==> config.mk <==
export PLATFORM = sky130hd
export DESIGN_NAME = mac_sequencer
export DESIGN_NICKNAME = d
export VERILOG_FILES = /design/src/rtl/mac_sequencer_pkg.sv /design/src/rtl/mac_sequencer_alu.sv /design/src/rtl/mac_sequencer.sv
export SDC_FILE = /design/constraint.sdc
export NUM_CORES = 1
export LEC_CHECK = 0
export CORE_ASPECT_RATIO = 1.1
export CORE_UTILIZATION = 38
export DETAILED_ROUTE_END_ITERATION = 16
export GPL_ROUTABILITY_DRIVEN = 0
export PLACE_DENSITY = 0.67
export RECOVER_POWER = 100
export SKIP_CTS_REPAIR_TIMING = 1
export SLEW_MARGIN = 20
export SYNTH_ARGS = -nofsm -noshare
export SYNTH_HDL_FRONTEND = slang
export SYNTH_HIERARCHICAL = 1
export SYNTH_SLANG_ARGS = --single-unit
==> constraint.sdc <==
create_clock -name clk -period 19.1 [get_ports clk]
set_input_delay 3.82 -clock clk [delete_from_list [all_inputs] [get_ports clk]]
set_output_delay 3.82 -clock clk [all_outputs]
set_load 0.01 [all_outputs]
==> src/rtl/mac_sequencer_pkg.sv <==
// Shared definitions for the MAC sequencer: ALU opcodes and FSM state encoding.
package mac_sequencer_pkg;

    localparam logic [3:0] ALU_ADD = 4'b0000;
    localparam logic [3:0] ALU_SUB = 4'b0001;
    localparam logic [3:0] ALU_AND = 4'b0010;
    localparam logic [3:0] ALU_OR  = 4'b0011;
    localparam logic [3:0] ALU_MAC = 4'b0100;
    localparam logic [3:0] ALU_SLT = 4'b0101;

    typedef enum logic [1:0] {
        ST_IDLE = 2'd0,
        ST_RUN  = 2'd1,
        ST_DONE = 2'd2
    } state_t;

endpackage

==> src/rtl/mac_sequencer_alu.sv <==
// Combinational ALU; MAC keeps the low 32 bits of a*b and adds the accumulator modulo 2^32.
module mac_sequencer_alu
    import mac_sequencer_pkg::*;
(
    input  logic [31:0] a,
    input  logic [31:0] b,
    input  logic [31:0] accumulator,
    input  logic [3:0]  alu_control,
    output logic [31:0] result
);

    always_comb begin
        result = '0;
        case (alu_control)
            ALU_ADD: result = a + b;
            ALU_SUB: result = a - b;
            ALU_AND: result = a & b;
            ALU_OR:  result = a | b;
            ALU_MAC: result = (a * b) + accumulator;
            ALU_SLT: result = {31'b0, ($signed(a) < $signed(b))};
            default: result = '0;
        endcase
    end

endmodule

==> src/rtl/mac_sequencer.sv <==
// Streams up to MAX_LEN operand pairs through the shared ALU as a multiply-accumulate job
// and presents the final accumulator with a valid/ready handshake.
//
// state | meaning
// IDLE  | waiting for start; len/bias captured on start
// RUN   | accepting operand pairs, remaining counts down to the last beat
// DONE  | result held on the output until out_ready
module mac_sequencer
    import mac_sequencer_pkg::*;
#(
    parameter int MAX_LEN = 16,
    parameter int LEN_W   = 5
) (
    input  logic             clk,
    input  logic             rst,
    input  logic             start,
    input  logic [LEN_W-1:0] len,
    input  logic [31:0]      bias,
    input  logic             abort,
    output logic             busy,
    input  logic             in_valid,
    output logic             in_ready,
    input  logic [31:0]      in_a,
    input  logic [31:0]      in_b,
    output logic             out_valid,
    input  logic             out_ready,
    output logic [31:0]      out_result,
    output logic             out_zero,
    output logic             out_negative,
    output logic [LEN_W-1:0] out_count
);

    localparam logic [LEN_W-1:0] LEN_MAX = LEN_W'(MAX_LEN);
    localparam logic [LEN_W-1:0] LEN_ONE = LEN_W'(1);

    state_t           state;
    state_t           state_nxt;
    logic [31:0]      acc;
    logic [31:0]      alu_result;
    logic [LEN_W-1:0] count;
    logic [LEN_W-1:0] remaining;
    logic [LEN_W-1:0] len_eff;
    logic             beat;
    logic             last_beat;

    assign len_eff   = (len > LEN_MAX) ? LEN_MAX : len;
    assign beat      = in_ready & in_valid;
    assign last_beat = beat && (remaining == LEN_ONE);

    // The ALU is permanently in MAC mode; acc only captures its result on a beat.
    mac_sequencer_alu u_alu (
        .a           (in_a),
        .b           (in_b),
        .accumulator (acc),
        .alu_control (ALU_MAC),
        .result      (alu_result)
    );

    always_ff @(posedge clk) begin
        if (rst) begin
            state <= ST_IDLE;
        end else begin
            state <= state_nxt;
        end
    end

    always_comb begin
        state_nxt = state;
        case (state)
            ST_IDLE: begin
                if (start) begin
                    state_nxt = (len_eff == '0) ? ST_DONE : ST_RUN;
                end
            end
            ST_RUN: begin
                if (abort) begin
                    state_nxt = ST_IDLE;
                end else if (last_beat) begin
                    state_nxt = ST_DONE;
                end
            end
            ST_DONE: begin
                if (abort || out_ready) begin
                    state_nxt = ST_IDLE;
                end
            end
            default: state_nxt = ST_IDLE;
        endcase
    end

    always_comb begin
        busy      = 1'b0;
        in_ready  = 1'b0;
        out_valid = 1'b0;
        case (state)
            ST_RUN: begin
                busy     = 1'b1;
                in_ready = ~abort;
            end
            ST_DONE: begin
                busy      = 1'b1;
                out_valid = 1'b1;
            end
            default: ;
        endcase
    end

    always_ff @(posedge clk) begin
        if (rst) begin
            acc       <= '0;
            count     <= '0;
            remaining <= '0;
        end else if (state == ST_IDLE) begin
            if (start) begin
                acc       <= bias;
                count     <= '0;
                remaining <= len_eff;
            end
        end else if (abort) begin
            acc       <= '0;
            count     <= '0;
            remaining <= '0;
        end else if (beat) begin
            acc       <= alu_result;
            count     <= count + LEN_ONE;
            remaining <= remaining - LEN_ONE;
        end
    end

    assign out_result   = acc;
    assign out_zero     = (acc == '0);
    assign out_negative = acc[31];
    assign out_count    = count;

endmodule

Word level (Yosys, flattened, before mapping)
Index checks and enable logic that the tools add are counted. W data, S select, Z words.

Word-level logic and storage cells: 48. Output and inout bits: 42. Register bits after elaboration: 44.

Add/sub/neg operators: 3. Mux-type cells: 22. Bitwise logic cells: 2. Order comparisons: 1. Eq/ne operators: 6. Reduce and logical (&&, ||, !) cells: 9. $mul: 1.

Operator list (count): $mux W32 (4); $mux W5 (9); $add A32 B32 Y32 (1); $logic_not A32 Y1 (1); $mul A32 B32 Y32 (1); $mux W2 (5); $pmux W2 S3 (1); $add A5 B1 Y5 const B (1); $eq A5 B1 Y1 const B (1); $gt A5 B5 Y1 const B (1); $logic_not A5 Y1 (1); $sub A5 B1 Y5 const B (1); $ne A2 B2 Y1 const B (2); $mux W1 (3); $ne A3 B3 Y1 const B (1); $reduce_and A3 Y1 (1); $reduce_bool A3 Y1 (1); $eq A2 B1 Y1 const B (1); $eq A2 B2 Y1 const B (1); $logic_not A2 Y1 (1); $reduce_and A2 Y1 (1); $reduce_or A2 Y1 (1); $and A1 B1 Y1 (1); $logic_and A1 B1 Y1 (1); 2 further kinds (2).

Depth between registers and ports, before layout
Gate-level depths: netlist of the first run.

Word-level depth: 7. Gate-level depth with buffers: 33. Depth with buffers taken out: 31.

Hierarchy
Netlist of the first run, hierarchy kept.

Modules (own cells, without submodules): mac_sequencer_alu (area each 20369.5 µm², instances 1, cells each 2516); mac_sequencer (area each 2489.9 µm², instances 1, cells each 252).

Least setup slack after synthesis of the first run
OpenSTA, ideal clock, no wires.

Path type: input-to-reg. Start: input port in_b[2]. End: register acc[29] (netlist: out_result[29]). Arrival time: 11.028 ns. Stages: 31. Setup time: 0.137 ns. Buffers on the path: 2. Setup slack: 7.934 ns. Required time: 18.963 ns. Path through: clkbuf_1 > inv_1 > buf_1 > nor2_1 > fa_1 > fa_1 > fa_1 > inv_1 > fa_1 > inv_1 > fa_1 > inv_1 > fa_1 > inv_1 > fa_1 > inv_1 > fa_1 > inv_1 > ha_1 > a2111oi_0 > o21ai_1 > o21a_1 > nand4b_1 > nand3_1 > o22ai_1 > o21ai_1 > and2b_1 > xnor2_1 > a221o_1 > a221oi_2 > nor3_2.

Cells in the longest elaborated chain, start to end: 5.

RTL lines: start, declared (line mac_sequencer.sv:24) `input logic [31:0] in_b,`; $mul A32 B32 Y32 (line mac_sequencer_alu.sv:19) `ALU_MAC: result = (a * b) + accumulator;`; $add A32 B32 Y32 (line mac_sequencer_alu.sv:19); via alu_result[29] (line mac_sequencer.sv:39) `logic [31:0] alu_result;`; $mux W32 (line mac_sequencer.sv:123) `end else if (beat) begin`; $mux W32 (line mac_sequencer.sv:119) `end else if (abort) begin`; $mux W32 (line mac_sequencer.sv:113) `end else if (state == ST_IDLE) begin`; end signal, assigned (line mac_sequencer.sv:115) `acc <= bias;`; end signal, assigned (line mac_sequencer.sv:124) `acc <= alu_result;`; end, declared (line mac_sequencer.sv:38) `logic [31:0] acc;`.

The timed path passes the listed nets, and every way through them passes these cells. The select of a mux whose other input is x is not followed. A chain may end at the register's enable or synchronous reset.

Final worst setup path of the first run
Start: input port in_a[4]. End: register acc[30] (netlist: out_result[30]).

Cells in the longest elaborated chain, start to end: 5.

RTL lines: start, declared (line mac_sequencer.sv:23) `input logic [31:0] in_a,`; $mul A32 B32 Y32 (line mac_sequencer_alu.sv:19); $add A32 B32 Y32 (line mac_sequencer_alu.sv:19); via alu_result[30] (line mac_sequencer.sv:39); $mux W32 (line mac_sequencer.sv:123); $mux W32 (line mac_sequencer.sv:119); $mux W32 (line mac_sequencer.sv:113).

The timed path passes the listed nets, and every way through them passes these cells. The select of a mux whose other input is x is not followed.

==> results of run 1 <==
[worst max-delay path, delay by kind of cell]
family	cells	cell delay (ns)
adders and majority gates	9	3.58
AOI/OAI and AO/OA	8	2.54
and+or+nand+nor	5	0.80
buffers and inverters	6	2.15
muxes	1	0.17
[per-layer routing]
| metal | vias to the layer above | part of all wire, % | routed length (um) | GRT usage, % |
|---|---|---|---|---|
| met5 | - | 0 | 0 | 0 |
| met4 | 0 | 6.8 | 5630 | 15.3 |
| met3 | 284 | 11 | 8780 | 7.20 |
| met2 | 1195 | 45 | 36900 | 43.2 |
| met1 | 9715 | 38 | 30900 | 33.1 |
| li1 | 8666 | - | - | - |
[cell usage in the layout (no fill, tap or decap), drive strengths merged, types with 44 or more instances in the layout]
cell / netlist / final
dlygate4sd3: 0 / 45
dfxtp: 44 / 44
xnor2: 88 / 88
a221oi: 54 / 54
o21ai: 76 / 76
clkdlybuf4s50: 0 / 102
a21oi: 88 / 88
ha: 226 / 226
fa: 440 / 440
nand2: 244 / 244
nor2: 443 / 443
inv: 592 / 593
nor3: 56 / 56
[area by class of cell]
cell class / count / share of cell area (%)
diodes: 1 / 0.00998
clock buffers: 5 / 0.499
clock inverters: 3 / 0.185
inverters: 601 / 9.00
multi-input cells: 2014 / 76.2
flip-flops and latches: 44 / 3.51
well taps: 760 / 3.79
repair buffers: 179 / 6.77
[cells in the mapped netlist (5+ instances only)]
cell / number / area share (%)
o21bai_1: 10 / 0.33
a21oi_1: 86 / 1.9
buf_1: 14 / 0.23
nor4_1: 11 / 0.30
nand3_1: 15 / 0.33
xor2_1: 31 / 1.2
a211o_1: 5 / 0.19
a221oi_2: 29 / 1.9
o221ai_1: 7 / 0.27
a31oi_1: 11 / 0.30
buf_2: 19 / 0.42
nand2b_1: 10 / 0.27
xnor2_1: 88 / 3.4
o21ai_1: 23 / 0.50
a221o_1: 6 / 0.26
nand2_1: 244 / 4.0
nor3_1: 27 / 0.59
a211oi_1: 12 / 0.39
nor2b_1: 11 / 0.30
ha_1: 226 / 12
nor3_2: 29 / 1.3
a221oi_1: 25 / 0.96
nor2_1: 441 / 7.2
clkbuf_1: 81 / 1.3
o211ai_1: 10 / 0.33
inv_1: 588 / 9.7
dfxtp_1: 44 / 3.9
buf_6: 9 / 0.44
o21a_1: 10 / 0.33
a21o_1: 24 / 0.79
or3_1: 10 / 0.27
o21ai_0: 53 / 1.2
fa_1: 440 / 39
and3_1: 8 / 0.22
clkinv_1: 9 / 0.15
[worst paths after layout]
kind                     to  slack [ns]           start
min            remaining[1]        0.53    remaining[1]
max          out_result[30]        6.18         in_a[4]
min reg2reg    remaining[1]        0.53    remaining[1]
max reg2reg  out_result[29]       11.26  out_result[20]
[cell families after synthesis]
family                     synth area share (%)
AOI/OAI and AO/OA                          12.0
muxes                                     0.230
adders and majority gates                  50.9
buffers and inverters                      12.5
other                                    0.0329
xor gates and xnor gates                   4.56
and+or+nand+nor                            15.9
DFF                                        3.85
[metrics by stage]
stage | setup slack (ns) | utilization, % | area (um^2)
6_report | 6.18 | 42.5 | 25100
5_1_grt | 5.77 | 42.5 | 25100
4_1_cts | 6.58 | 42.7 | 25200
3_5_place_dp | 6.26 | 42.4 | 25000
3_3_place_gp | 6.43 | 42.4 | 25000
2_1_floorplan | 7.93 | - | 22900
[flip-flops by register name (all words and copies together), names as in the netlist]
name	cells
state	2
out_result	32
out_count	5
remaining	5
==> impl_metrics.py, run 1 <==
metrics = {
    "run_status": {
        "status": "finished, violations left",
        "violations": "capacitance limit, slew limit",
    },
    "worst_setup_path": {
        "cp_slowest_cell": "clkinv_1",
        "critPathRequiredTime_ns": 19.27,
        "end_kind": "register",
        "cp.arrival_ns": 13.09,
        "reg2reg_depth": 25,
        "cp_common_cell": "fa_1",
        "cp_slowest_stage_delay_ns": 1.01,
        "path_max_fanout": 18,
        "timing_worst_setup_path_type": "in2reg",
        "cp-start-kind": "input port",
    },
    "floorplan": {
        "core_region_area_um2": 59000,
        "io-pin-count": 149,
        "fp.dieArea_um2": 61100,
        "rows": 93,
        "start_util_pct": 38.7,
        "die-height_um": 259,
        "die_w_um": 236,
    },
    "sta": {
        "hold_ws_ns": 0.527,
        "fmax_mhz": 77.4,
        "rsz0062_at_grt": "false",
        "hold_viol": 0,
        "worst_slew_pin_slew_ns": 3.11,
        "finalMaxSlewViolations": 102,
        "setup_viol": 0,
        "finalClockSkew_ns": 0.0151,
        "slew_headroom_pct": -108,
        "layout_min_cycle_time_ns": 12.92,
        "post-route-period-util_pct": 67.6,
        "setup_tns_ns": 0,
    },
    "yosys": {
        "dominantRegCellSynth": "dfxtp_1",
        "synth_area_um2": 22900,
        "synth_edf_count": 0,
        "postSynthAreaPerCell_um2": 8.26,
        "synth_seq_area_share_pct": 3.85,
        "synth.distinct_cells": 93,
        "syn_inst": 2768,
        "yosys_warnings": 6,
        "ys_ff_latch": 44,
        "synth_async_sr_flop_share_pct": 0,
    },
    "route": {
        "vias_per_cell": 5.51,
        "vias": 19900,
        "wl_um": 82200,
        "drtIter0Drc": 2098,
        "dr.pass1.iters": 5,
        "drtAntennaViolNets": 0,
        "wl_per_cell_um": 22.8,
        "post-route-drc-count": 0,
    },
    "clock_tree": {
        "cts_tree": "yes",
        "clk_pin_slew_ns": 0.07,
        "clockBufferDepth": 2,
        "htreeDepth": 2,
        "cts_sinks": 44,
        "clk_latency_ns": 0.32,
        "root_buffer": "clkbuf_16",
        "cts_buffers": 5,
    },
    "place": {
        "port_buffers": 148,
        "dp_cells": 3598,
        "hpwlAfterDp_um": 66500,
    },
    "run": {
        "max_cap_viol_count": 4,
    },
    "cells_and_area": {
        "finalNonFillerCells": 3607,
        "multi_input_area_um2": 19100,
        "n_fill_cell": 5903,
        "regArea_um2": 881,
        "syn_to_final_growth_pct": 9.69,
        "nNetsFinal": 3618,
        "drive_gt1_share_pct": 4.01,
    },
    "min_path": {
        "hp-class": "reg2reg",
        "whs_path_depth": 2,
    },
    "global_route": {
        "grt_max_degree": 45,
        "grt_use_total_pct": 27.0,
        "antenna_found_initial": 1,
        "overflow": 0,
        "grt_pass1_wl_um": 124000,
        "grt_pass1_vias": 20300,
    },
}
Power of run 1 is not shown: default switching activity piles up to over one toggle a cycle in this logic, so the estimate is an artifact.
==> run 2: changes to the inputs <==
==> constraint.sdc (replaced) <==
create_clock -name clk -period 13 [get_ports clk]
set_input_delay 2.6 -clock clk [delete_from_list [all_inputs] [get_ports clk]]
set_output_delay 2.6 -clock clk [all_outputs]
set_load 0.01 [all_outputs]
==> run 2 against run 1 <==
The run still ends with capacitance limit, slew limit left; die area is the same; via count grew 0.55%; non-clock buffer count grew 5; count of clock-buffer cells in the layout is the same.
==> impl_metrics.py, run 2 (same netlist as run 1, synthesis figures left out) <==
metrics = {
    "run_status": {
        "status": "finished, violations left",
        "violations": "capacitance limit, slew limit",
    },
    "route": {
        "post-route-drc-count": 0,
        "wl_per_cell_um": 22.9,
        "dr.pass1.iters": 6,
        "drtIter0Drc": 1879,
        "vias_per_cell": 5.53,
        "wl_um": 82800,
        "vias": 20000,
        "drtAntennaViolNets": 0,
    },
    "floorplan": {
        "fp.dieArea_um2": 61100,
        "io-pin-count": 149,
        "core_region_area_um2": 59000,
        "rows": 93,
        "start_util_pct": 38.7,
        "die_w_um": 236,
        "die-height_um": 259,
    },
    "sta": {
        "worst_slew_pin_slew_ns": 3.20,
        "hold_ws_ns": 0.519,
        "setup_tns_ns": 0,
        "finalMaxSlewViolations": 102,
        "rsz0062_at_grt": "false",
        "layout_min_cycle_time_ns": 11.71,
        "hold_viol": 0,
        "finalClockSkew_ns": 0.0102,
        "setup_viol": 0,
        "post-route-period-util_pct": 90.1,
        "fmax_mhz": 85.4,
        "slew_headroom_pct": -114,
    },
    "global_route": {
        "overflow": 0,
        "antenna_found_initial": 1,
        "grt_pass1_wl_um": 126000,
        "grt_max_degree": 45,
        "grt_pass1_vias": 20900,
        "grt_use_total_pct": 27.5,
    },
    "clock_tree": {
        "clk_pin_slew_ns": 0.07,
        "htreeDepth": 2,
        "cts_tree": "yes",
        "clk_latency_ns": 0.31,
        "clockBufferDepth": 2,
        "root_buffer": "clkbuf_16",
        "cts_buffers": 5,
        "cts_sinks": 44,
    },
    "place": {
        "hpwlAfterDp_um": 67200,
        "dp_cells": 3603,
        "port_buffers": 148,
    },
    "worst_setup_path": {
        "path_max_fanout": 13,
        "cp_common_cell": "fa_1",
        "cp_slowest_cell": "dlygate4sd3_1",
        "cp-start-kind": "input port",
        "cp_slowest_stage_delay_ns": 0.76,
        "cp.arrival_ns": 11.88,
        "end_kind": "register",
        "timing_worst_setup_path_type": "in2reg",
        "critPathRequiredTime_ns": 13.17,
    },
    "cells_and_area": {
        "drive_gt1_share_pct": 4.18,
        "nNetsFinal": 3623,
        "largest_reg_flops": 32,
        "final_common_cell": "inv_1",
        "final_cell_mix": "inv_1 (588), nor2_1 (443), fa_1 (440)",
        "syn_to_final_growth_pct": 9.74,
        "finalNonFillerCells": 3611,
        "final_util_pct": 42.5,
    },
    "run": {
        "max_cap_viol_count": 4,
    },
    "min_path": {
        "hp-class": "reg2reg",
    },
}
## run 2: layer usage
metal | part of all wire (%) | track usage [%] | vias up
met5 | 0 | 0 | -
met4 | 6.8 | 16.1 | 0
met3 | 10 | 6.09 | 281
met2 | 45 | 44.0 | 1198
met1 | 37 | 34.2 | 9821
li1 | - | - | 8669
## run 2: final timing paths
path | slack, ns | endpoint | cells after the start | startpoint
max | 1.29 | out_result[30] | 30 | in_b[2]
min reg2reg | 0.52 | remaining[4] | 2 | remaining[4]
min | 0.52 | remaining[4] | 2 | remaining[4]
max reg2reg | 5.11 | out_result[30] | 27 | out_result[23]
## run 2: worst max-delay path: cells and delay by family
family	cells	cell delay, ns
fa+ha+maj	9	3.93
compound gates	8	2.43
buf+inv	7	2.20
simple gates	5	0.54
mux	1	0.16
## run 2: final cells by class
type | instances | area [um^2]
fill | 5893 | 33900
multi-input combinational | 2014 | 19100
inverter | 601 | 2260
timing repair buffer | 184 | 1740
tap | 760 | 951
sequential | 44 | 881
clock buffer | 5 | 125
clock inverter | 2 | 12.5
antenna | 1 | 2.50
## run 2: through the flow
| step | worst slack (ns) | instance area, um^2 |
|---|---|---|
| after floorplan | 3.05 | 22900 |
| after global placement | 1.77 | 25000 |
| after detailed placement | 1.74 | 25000 |
| after CTS | 2.05 | 25200 |
| after global routing | 0.895 | 25100 |
| final | 1.29 | 25100 |
Power of run 2 is left out for the same reason.
==> patch, RTL diff (flow settings as in run 1) <==
Re-encode `state_t` (3 states) as one-hot, 3 bits wide.
--- a/src/rtl/mac_sequencer_pkg.sv
+++ b/src/rtl/mac_sequencer_pkg.sv
@@ -8,10 +8,10 @@
     localparam logic [3:0] ALU_MAC = 4'b0100;
     localparam logic [3:0] ALU_SLT = 4'b0101;
 
-    typedef enum logic [1:0] {
-        ST_IDLE = 2'd0,
-        ST_RUN  = 2'd1,
-        ST_DONE = 2'd2
+    typedef enum logic [2:0] {
+        ST_IDLE = 3'b001,
+        ST_RUN  = 3'b010,
+        ST_DONE = 3'b100
     } state_t;
 
 endpackage
Formal check against the unedited RTL: no difference found for any inputs over 10 cycles, from zero or initial values and one cycle with rst high; not proved beyond that.
==> patch against run 1 <==
  * The run still ends with max-capacitance violations, max-slew violations left
  * Sequential cell count grew 1
  * Hold slack worse by 0.055 ns
  * Area after synthesis up 1.4%
  * Synthesized cell count up 1.7%
  * Worst setup slack got worse by 0.46 ns
  * Cell area grew 1.3%
  * Routed wire length shrank 0.49%
Power is left out: the tool's default activity adds up to more than one toggle a clock period on the data nets, which glitch-free logic cannot reach.
==> patch: results (changes against run 1) <==
status=complete, but fails checks (unchanged); failing checks=max-capacitance violations, max-slew violations (unchanged); ys async rst share=0 (unchanged); Clock Path Buffers=2 (unchanged); Largest register FFs=32 (unchanged); Final HPWL DP=65400 µm (was 66500 µm); Yosys warning total=6 (unchanged); top_reg_cell synth=dfxtp_1 (unchanged); register area share after synthesis=0.0389 (was 0.0385); critical path launch point=in_a[0] (was in_a[4]); Crit path largest cell delay=0.87 ns (was 1.01 ns); R2R Path Start=out_result[18] (was out_result[20]); R2R setup slack=11.02 ns (was 11.26 ns); GRT Total Usage=0.265 (was 0.270); TritonCTS buffer count=5 (unchanged); routed vias=20.2k (was 19.9k); final setup violation count=0 (unchanged); critical path fanouts, max=17 (was 18); clk slew on worst S/H paths=0.07 ns (about the same); cell family with most CP delay=adder cells (unchanged); slowest CP cell=clkinv_1 (unchanged); largest net degree at the start of global routing=44 (was 45); drt first pass iters=6 (was 5); worst reg2reg endpoint=out_result[29] (unchanged); Final Max Tran Viols=120 (was 102); hold depth=2 (unchanged); IO Port Bufs=148 (unchanged); WL per Instance=22.1 µm (was 22.8 µm); DR iter-0 viols=1914 (was 2098); global-route wire length before repair=124000 µm (about the same); Synth area leaders=fa_1, ha_1, inv_1 (unchanged); WHS Endpoint=out_count[4] (was remaining[1]); CTS HTree Levels=2 (unchanged); Nets=3652 (was 3618); hold crit path type=register to register (unchanged); CTS root buf=clkbuf_16 (unchanged); Netlist cell types=98 (was 93); share of cells above drive strength 1=0.0375 (was 0.0401); max cap viols=3 (was 4); synth cell count leaders=inv_1, fa_1, nor2_1, nand2_1, ha_1 (was inv_1, nor2_1, fa_1, nand2_1, ha_1); Clock Skews=0.00922 ns (was 0.0151 ns); vias in the first global route=20.7k (was 20.3k); initial antenna violation count=1 (unchanged); Worst Tran Pin Value=2.05 ns (was 3.11 ns); Clock Latency Late Sink=0.29 ns (was 0.32 ns); Hold Path Origin=out_count[4] (was remaining[1]); Reg2Reg Depth=28 (was 25)
[patch: cells by family after synthesis]
family,synth area share
AOI/OAI and AO/OA,0.126
and+or+nand+nor,0.162
adders and majority gates,0.500
other,0.000324
xor gates and xnor gates,0.0446
DFF,0.0389
buffers and inverters,0.125
muxes,0.00259
[patch: tightest hold or removal path: cells and delay by family, from the launching register on]
| kind | cells | cell delay (ns) |
|---|---|---|
| flops | 1 | 0.32 |
| mux | 1 | 0.06 |
| simple gates | 1 | 0.05 |
[patch: layout make-up]
type | instances | area (µm²)
diodes | 1 | 2.50
clock buffers | 5 | 125
clock inverters | 3 | 21.3
fillers | 6017 | 34700
inverters | 598 | 2240
multi-input cells | 2055 | 19400
flip-flops and latches | 45 | 901
well taps | 816 | 1020
repair buffers | 177 | 1690
[patch: worst max path at each step]
| stage | end | depth (start not counted) |
|---|---|---|
| floorplan | out_result[29] | 32 |
| global placement | out_result[29] | 32 |
| detailed placement | out_result[29] | 31 |
| CTS | out_result[29] | 31 |
| global route | out_result[29] | 31 |
| finish | out_result[29] | 31 |
[patch: through the flow]
stage | hold WS [ns] | area, µm² | utilization | setup slack (ns) | std cells
floorplan | 0.486 | 23300 | - | 7.89 | 2832
global placement | 0.458 | 25300 | 0.421 | 6.48 | 3690
detailed placement | 0.458 | 25300 | 0.421 | 6.32 | 3690
CTS | 0.475 | 25500 | 0.424 | 6.61 | 3698
global route | 0.520 | 25400 | 0.423 | 5.35 | 3699
finish | 0.471 | 25400 | 0.423 | 5.72 | 3700
[patch: routing by layer]
layer | share of wire | vias to the layer above | GRT usage
met3 | 0.092 | 255 | 0.0454
li1 | - | 8842 | -
met4 | 0.068 | 0 | 0.157
met5 | 0 | - | 0
met2 | 0.45 | 1196 | 0.424
met1 | 0.39 | 9945 | 0.337
